$ cat config.mk
export PLATFORM = sky130hd
export DESIGN_NAME = my_add
export DESIGN_NICKNAME = d
export VERILOG_FILES = /design/src/rtl/my_add_pkg.sv /design/src/rtl/my_add_cla4_group.sv /design/src/rtl/my_add.sv
export SDC_FILE = /design/constraint.sdc
export NUM_CORES = 1
export LEC_CHECK = 0
export CAP_MARGIN = 10
export CORE_AREA = 2 2 39 41
export DETAILED_ROUTE_END_ITERATION = 10
export DIE_AREA = 0 0 41 43
export PLACE_DENSITY_LB_ADDON = 0.05
export SYNTH_ARGS = -nofsm -noshare
export SYNTH_HDL_FRONTEND = slang
export SYNTH_SLANG_ARGS = --single-unit
$ cat constraint.sdc
create_clock -name clk -period 0.8 [get_ports clk]
set_input_delay 0.2 -clock clk [delete_from_list [all_inputs] [get_ports clk]]
set_output_delay 0.2 -clock clk [all_outputs]
set_load 0.005 [all_outputs]
$ cat src/rtl/my_add_pkg.sv
// Purpose : shared constants for the my_add adder slice.
// Latency : n/a (constants only).
// Backpressure: n/a.
package my_add_pkg;

    // Width of one carry-lookahead group; carries ripple between groups.
    localparam int ADD_GROUP_W = 4;

endpackage : my_add_pkg

$ cat src/rtl/my_add_cla4_group.sv
// Purpose : 4-bit carry-lookahead group: sum, carry-out and group P/G.
// Latency : purely combinational.
// Backpressure: none; no handshake.
//
// Ports:
//   a, b   in   4-bit operand slices
//   cin    in   carry into bit 0 of the group
//   sum    out  4-bit sum slice
//   cout   out  carry out of bit 3 (feeds the next group)
//   grp_p  out  group propagate (all four bits propagate)
//   grp_g  out  group generate (group produces a carry on its own)
module cla4_group
    import my_add_pkg::*;
(
    input  logic [ADD_GROUP_W-1:0] a,
    input  logic [ADD_GROUP_W-1:0] b,
    input  logic                   cin,
    output logic [ADD_GROUP_W-1:0] sum,
    output logic                   cout,
    output logic                   grp_p,
    output logic                   grp_g
);

    logic [ADD_GROUP_W-1:0] p;
    logic [ADD_GROUP_W-1:0] g;
    logic [ADD_GROUP_W:0]   c;

    assign p = a ^ b;
    assign g = a & b;

    // Every carry is expanded down to cin so no carry waits on its neighbour.
    assign c[0] = cin;
    assign c[1] = g[0] | (p[0] & cin);
    assign c[2] = g[1] | (p[1] & g[0]) | (p[1] & p[0] & cin);
    assign c[3] = g[2] | (p[2] & g[1]) | (p[2] & p[1] & g[0])
                | (p[2] & p[1] & p[0] & cin);
    assign c[4] = grp_g | (grp_p & cin);

    assign grp_p = &p;
    assign grp_g = g[3] | (p[3] & g[2]) | (p[3] & p[2] & g[1])
                 | (p[3] & p[2] & p[1] & g[0]);

    assign sum  = p ^ c[ADD_GROUP_W-1:0];
    assign cout = c[4];

endmodule : cla4_group

$ cat src/rtl/my_add.sv
// Purpose : registered WIDTH-bit adder, {co,s} = a + b + ci.
// Latency : 1 cycle; operands sampled at edge N show on s/co after edge N.
// Backpressure: none; accepts a new operation every cycle, no stall.
//
// Ports:
//   clk    in   rising-edge clock
//   rst_n  in   asynchronous active-low reset (clears s and co)
//   a, b   in   WIDTH-bit unsigned operands
//   ci     in   carry-in, weight 1
//   s      out  registered low WIDTH bits of a+b+ci
//   co     out  registered bit WIDTH of a+b+ci
module my_add
    import my_add_pkg::*;
#(
    parameter int WIDTH = 4
) (
    input  logic             clk,
    input  logic             rst_n,
    input  logic [WIDTH-1:0] a,
    input  logic [WIDTH-1:0] b,
    input  logic             ci,
    output logic [WIDTH-1:0] s,
    output logic             co
);

    localparam int NGRP = WIDTH / ADD_GROUP_W;

    if ((WIDTH % ADD_GROUP_W) != 0 || WIDTH < ADD_GROUP_W) begin : g_bad_width
        $error("my_add: WIDTH=%0d must be a multiple of %0d and at least %0d",
               WIDTH, ADD_GROUP_W, ADD_GROUP_W);
    end

    logic [NGRP:0]      carry;
    logic [WIDTH-1:0]   sum_c;
    // Group P/G are kept for a later two-level lookahead; nothing reads them yet.
    logic [NGRP-1:0]    unused_grp_p;
    logic [NGRP-1:0]    unused_grp_g;

    assign carry[0] = ci;

    for (genvar k = 0; k < NGRP; k++) begin : g_grp
        cla4_group u_grp (
            .a     (a[k*ADD_GROUP_W +: ADD_GROUP_W]),
            .b     (b[k*ADD_GROUP_W +: ADD_GROUP_W]),
            .cin   (carry[k]),
            .sum   (sum_c[k*ADD_GROUP_W +: ADD_GROUP_W]),
            .cout  (carry[k+1]),
            .grp_p (unused_grp_p[k]),
            .grp_g (unused_grp_g[k])
        );
    end

    always_ff @(posedge clk or negedge rst_n) begin
        if (!rst_n) begin
            s  <= '0;
            co <= 1'b0;
        end else begin
            s  <= sum_c;
            co <= carry[NGRP];
        end
    end

endmodule : my_add

== Word level (Yosys, flattened, before mapping) ==
Cells that the tools add are included.
Word-level totals
  output and inout port bits: 5
  bits in latches: 0
  flip-flop bits (word level): 5
  bits of input ports: 11
  memories: 0
  memory bits (read-only): 0
  logic and storage cells: 31
  RAM bits: 0
Operators by class
  shift-type cells: 0
  $mul: 0
  equality and inequality tests: 0
  divide/modulo/power cells: 0
  reduce and logical (&&, ||, !) cells: 1
  muxes and demuxes: 0
  bitwise operators: 28
  order comparisons: 0
  add/sub/neg operators: 0
Operator list (number)
  $and 1x1->1: 15
  $or 1x1->1: 10
  $xor 4x4->4: 2
  $and 4x4->4: 1
  $reduce_and 4->1: 1

== Depth between registers and ports, before layout ==
  depth after elaboration: 6
  mapped depth: 4
  mapped depth without buffers: 4

== Cells and area by module ==
Synthesis repeated with hierarchy kept, for this count alone.
Unflattened totals
  cells, all modules: 27
  area, all modules: 319.1 µm²
Modules (own cells, without submodules)
  cla4_group: area an instance 193.9 µm², cells each 22, instances 1
  my_add: area an instance 125.1 µm², cells each 5, instances 1

== Worst setup path before layout ==
Ideal clock, no wire load.
  path type: in2reg
  start point: input a[2]
  end point: register co
  library setup time: 0.118 ns
  cell stages on the path: 4
  path slack: -0.367 ns
  path buffers: 0
  arrival: 1.049 ns
  cells stage by stage: ha_1 a21o_1 a31o_1 a21o_1
Between the ends
  longest elaborated chain between the ends: 6
  elaborated cells between the ends (all ways): 13
  classes of those cells: bitwise: 12; reduce/logical: 1
RTL lines
  from (decl): line my_add.sv:19  | input logic [WIDTH-1:0] a,
  $and 4x4->4 / $xor 4x4->4 (equally long branches): line my_add_cla4_group.sv:29, my_add_cla4_group.sv:28
  $and 1x1->1 (on tied branches): line my_add_cla4_group.sv:40, my_add_cla4_group.sv:41
  $or 1x1->1 (tied with other cells): line my_add_cla4_group.sv:40  | assign grp_g = g[3] | (p[3] & g[2]) | (p[3] & p[2] & g[1])
  $or 1x1->1 / $and 1x1->1 (equally long branches): line my_add_cla4_group.sv:40, my_add_cla4_group.sv:41
  $or 1x1->1: line my_add_cla4_group.sv:41  | | (p[3] & p[2] & p[1] & g[0]);
  $or 1x1->1 *: line my_add_cla4_group.sv:37  | assign c[4] = grp_g | (grp_p & cin);
  named net g_grp[0].u_grp.cout: line my_add_cla4_group.sv:19  | output logic cout,
  to (signal assigned): line my_add.sv:59  | co <= carry[NGRP];
  to (decl): line my_add.sv:23  | output logic co
The timed path passes the listed nets; every way through them passes the cells marked *.

== Worst setup path after layout ==
Same ends and word-level chain as after synthesis.

==> impl_summary.log <==
[metrics] maximum number of pins on one net before global-route repair: 6
[metrics] internal power: 0.648 mW
[metrics] vias post-DR: 246
[metrics] wire length per cell after detailed routing: about 10 um
[metrics] net count of the mapped netlist: 38
[metrics] crit path time final: 0.947 ns
[metrics] clock sink count: 5
[metrics] origin of the worst setup path: a[2]
[metrics] die width: 41 um
[metrics] placement row count: 14
[metrics] wire length of the first global-routing pass: 924 um
[metrics] synth unique cells: 9
[metrics] final number of hold-violating endpoints: 0
[metrics] fraction of layout instances using a drive strength above 1: 0.609
[metrics] clock slew seen by the registers of the worst setup and hold paths: 0.04 ns
[metrics] M1 wire length: 214 um
[metrics] leading cell types by count after synthesis: 5 x sky130_fd_sc_hd__dfrtp_1, 4 x sky130_fd_sc_hd__ha_1, 4 x sky130_fd_sc_hd__inv_1, 3 x sky130_fd_sc_hd__a21o_1, 2 x sky130_fd_sc_hd__xnor2_1
[metrics] layout overhead on the synthesized area: 102%
[metrics] max-slew violations: 0
[metrics] Yosys reg bits: 5
[metrics] CTS Hold Buffers Added: 0
[metrics] largest area contributor in the netlist: sky130_fd_sc_hd__dfrtp_1
[metrics] Achievable Freq: ~1.1 GHz
[metrics] core utilization of the finished layout: 0.398
[metrics] DIE HEIGHT: roughly 43 um
[metrics] Post-synth EDFFs: 0
[metrics] CP Cell Sequence: buf_6, ha_4, a21o_1, a31o_1, a21o_1
[metrics] share of synthesized registers carrying an async set or reset: 1.00
[metrics] top flip-flop cell by instance count after synthesis: sky130_fd_sc_hd__dfrtp_1
[metrics] Ys Warns: 0
[metrics] Sw Share: 0.242
[metrics] Sequential Area: 125 sq um
[metrics] routability congestion estimate from global placement: 0.592
[metrics] outcome: finished with violations
[metrics] top area cells in the synthesized netlist: sky130_fd_sc_hd__dfrtp_1 46%, sky130_fd_sc_hd__ha_1 18%, sky130_fd_sc_hd__a21o_1 8.3%, sky130_fd_sc_hd__fa_1 7.3%, sky130_fd_sc_hd__xnor2_1 6.4%
[metrics] clock tree from TritonCTS: done
[metrics] PD cells: 1550 mW/mm^2
[metrics] Initial Util: 0.197
[metrics] Vias per Instance: 3.97
[metrics] Crit. End Element: register
[metrics] Critical Path End: co$_DFF_PN0_
[metrics] worst path setup slack after routing: -0.147 ns
[metrics] number of buffers added by the clock tree synthesis step: 3
[metrics] final period utilization: 1.18
[metrics] switching power summed over all nets: around 0.21 mW
[metrics] Root Buffer Master: sky130_fd_sc_hd__clkbuf_4
[metrics] Crit-path slowest cell: sky130_fd_sc_hd__ha_4
[metrics] number of fill cells: 139
[metrics] via count of the first global-routing pass: roughly 250
[metrics] share of Yosys cell area claimed by the top area cell type: 0.459
[metrics] global route total overflow: 0
[metrics] start-to-end type of the worst setup path: in2reg
[metrics] post-route cell area: approximately 550 sq um
[metrics] unrepaired setup endpoints after global routing: true
[metrics] transition time at the pin with the least slew margin: 0.216 ns
[metrics] hold_ws: 0.179 ns
[metrics] All-Layer GR Usage: 0.0876
[metrics] top-count cell post-synth: sky130_fd_sc_hd__dfrtp_1
[metrics] number of I/O port buffers: 15
[metrics] number of antenna violations at the first check in global routing: 0
[metrics] Hold Crit Class: in2async
[metrics] count of max-cap constraint violations: 0
[metrics] cell count after synthesis: 22
[metrics] Setup WS pre-CTS: -0.864 ns
[metrics] startpoint types: input port
[metrics] maximum vdd drop: 434 uV
[metrics] number of remaining DRC errors: 0
[metrics] placeable core region: 0.00138 sq mm
[metrics] antenna diode count: 0
[metrics] DP HPWL: 503 um
[metrics] CP arrival: 1.07 ns
[metrics] net total in the final layout: between 60 and 70
[metrics] number of levels in the clock H-tree: 1
[metrics] detailed-routed wire length on met3: 64 um
[metrics] violated checks: setup timing
[metrics] total die area: 0.00176 sq mm
[metrics] share of power burned in the clock network: 0.330
[metrics] I/O pin cnt: 16
[metrics] cell repeated most along the worst path: sky130_fd_sc_hd__a21o_1
[metrics] combined area of all synthesized cells: 273 sq um
[metrics] antenna viol nets, final: 0
[metrics] area used by multi-input combinational logic: 189 sq um
[metrics] required time at the endpoint of the critical path: just over 0.9 ns
[metrics] DRC marker count from the first detailed-route iteration: 2
[metrics] total setup violations reported at the end of the flow: 7
[metrics] CP max stage delay: 0.22 ns
[metrics] average size of a mapped cell: 12.4 sq um
[metrics] sequential-to-total area share from yosys stat: 0.459
[metrics] count of TritonRoute iterations in the first routing pass: 3
[metrics] topmost layer with routed signal wires: met4
[metrics] worst rel slew slack: 0.856
[metrics] highest fanout seen on the critical path: 2
[metrics] Total Wirelength: 643 um
[metrics] leakage power: 0.283 nW
[metrics] proportion of power drawn by combinational gates: 0.312
[metrics] met2 routed WL: between 300 and 400 um
[metrics] Placement Cell Area: 500 sq um
[metrics] Reg power frac: 0.359
[metrics] Max Root-Sink Buffers: 2
[registers in the layout, indices dropped and copies added (netlist names)]
signal,cells
s,4
co,1
[cell families (layout without fill, tap and decap cells)]
logic type	count (synthesis)	in the layout	synth area share
flip-flops	5	5	0.459
buffers and inverters	4	28	0.0550
adder cells (fa/ha/maj)	5	5	0.257
XOR/XNOR	3	3	0.0963
AO/OA/AOI/OAI	5	5	0.133
[worst min path at each step]
stage | slack (ns) | cells after the start | to
floorplan | -0.1 | 0 | co$_DFF_PN0_
detailed placement | 0.43 | 1 | s[0]$_DFF_PN0_
global route | 0.18 | 1 | s[3]$_DFF_PN0_
CTS | 0.18 | 1 | s[3]$_DFF_PN0_
finish | 0.18 | 1 | s[3]$_DFF_PN0_
global placement | 0.43 | 1 | s[0]$_DFF_PN0_
[worst max-delay path: cells and delay by family]
kind / cells / cell delay [ns]
buffers and inverters: 1 / 0.10
adders and majority gates: 1 / 0.22
AOI/OAI and AO/OA: 3 / 0.55
[layout by cell type, fill, tap and decap left out]
cell and count:
sky130_fd_sc_hd__a21o_1 3, sky130_fd_sc_hd__a21oi_2 1, sky130_fd_sc_hd__a31o_1 1, sky130_fd_sc_hd__buf_2 7, sky130_fd_sc_hd__buf_4 5, sky130_fd_sc_hd__buf_6 4
sky130_fd_sc_hd__buf_8 1, sky130_fd_sc_hd__clkbuf_1 1, sky130_fd_sc_hd__clkbuf_4 3, sky130_fd_sc_hd__clkdlybuf4s50_1 1, sky130_fd_sc_hd__dfrtp_1 5, sky130_fd_sc_hd__dlymetal6s2s_1 2
sky130_fd_sc_hd__fa_2 1, sky130_fd_sc_hd__ha_4 4, sky130_fd_sc_hd__inv_1 2, sky130_fd_sc_hd__inv_2 1, sky130_fd_sc_hd__inv_8 1, sky130_fd_sc_hd__xnor2_1 2
sky130_fd_sc_hd__xor2_1 1
[area by class of cell]
class,instances,area share
Multi-Input combinational cell,13,0.343
Clock buffer,4,0.0477
Timing Repair Buffer,20,0.305
Inverter,4,0.0409
Sequential cell,5,0.227
Tap cell,16,0.0364
[power by group through the flow]
stage / registers, mW / clock network [mW] / logic, mW
finish: 0.307 / 0.282 / 0.267
global route: 0.309 / 0.324 / 0.300
CTS: 0.308 / 0.297 / 0.241
detailed placement: 0.313 / 0 / 0.287
global placement: 0.311 / 0 / 0.283
floorplan: 0.320 / 0 / 0.0930
[metal layers]
metal  global-route usage  up-vias
li1                     -      119
met1               0.0747      115
met2                0.125       10
met3               0.0314        2
met4                0.120        0
met5                    0        -
[through the flow]
stage          setup TNS (ns)  instances  power (mW)
3_3_place_gp            -4.72         56       0.594
3_5_place_dp            -4.82         56       0.601
4_1_cts                -0.948         61       0.846
5_1_grt                -0.993         62       0.933
6_report               -0.798         62       0.855
2_1_floorplan          -0.772         22       0.413
[what timing repair did]
item / in CTS / in global routing
setup buffers: 1 / 1
endpoints found under the setup margin: 10 / 9
resized for setup: 51 / 10
pin swaps: 8 / 7
Note: power is estimated with default switching activity, not from simulation.
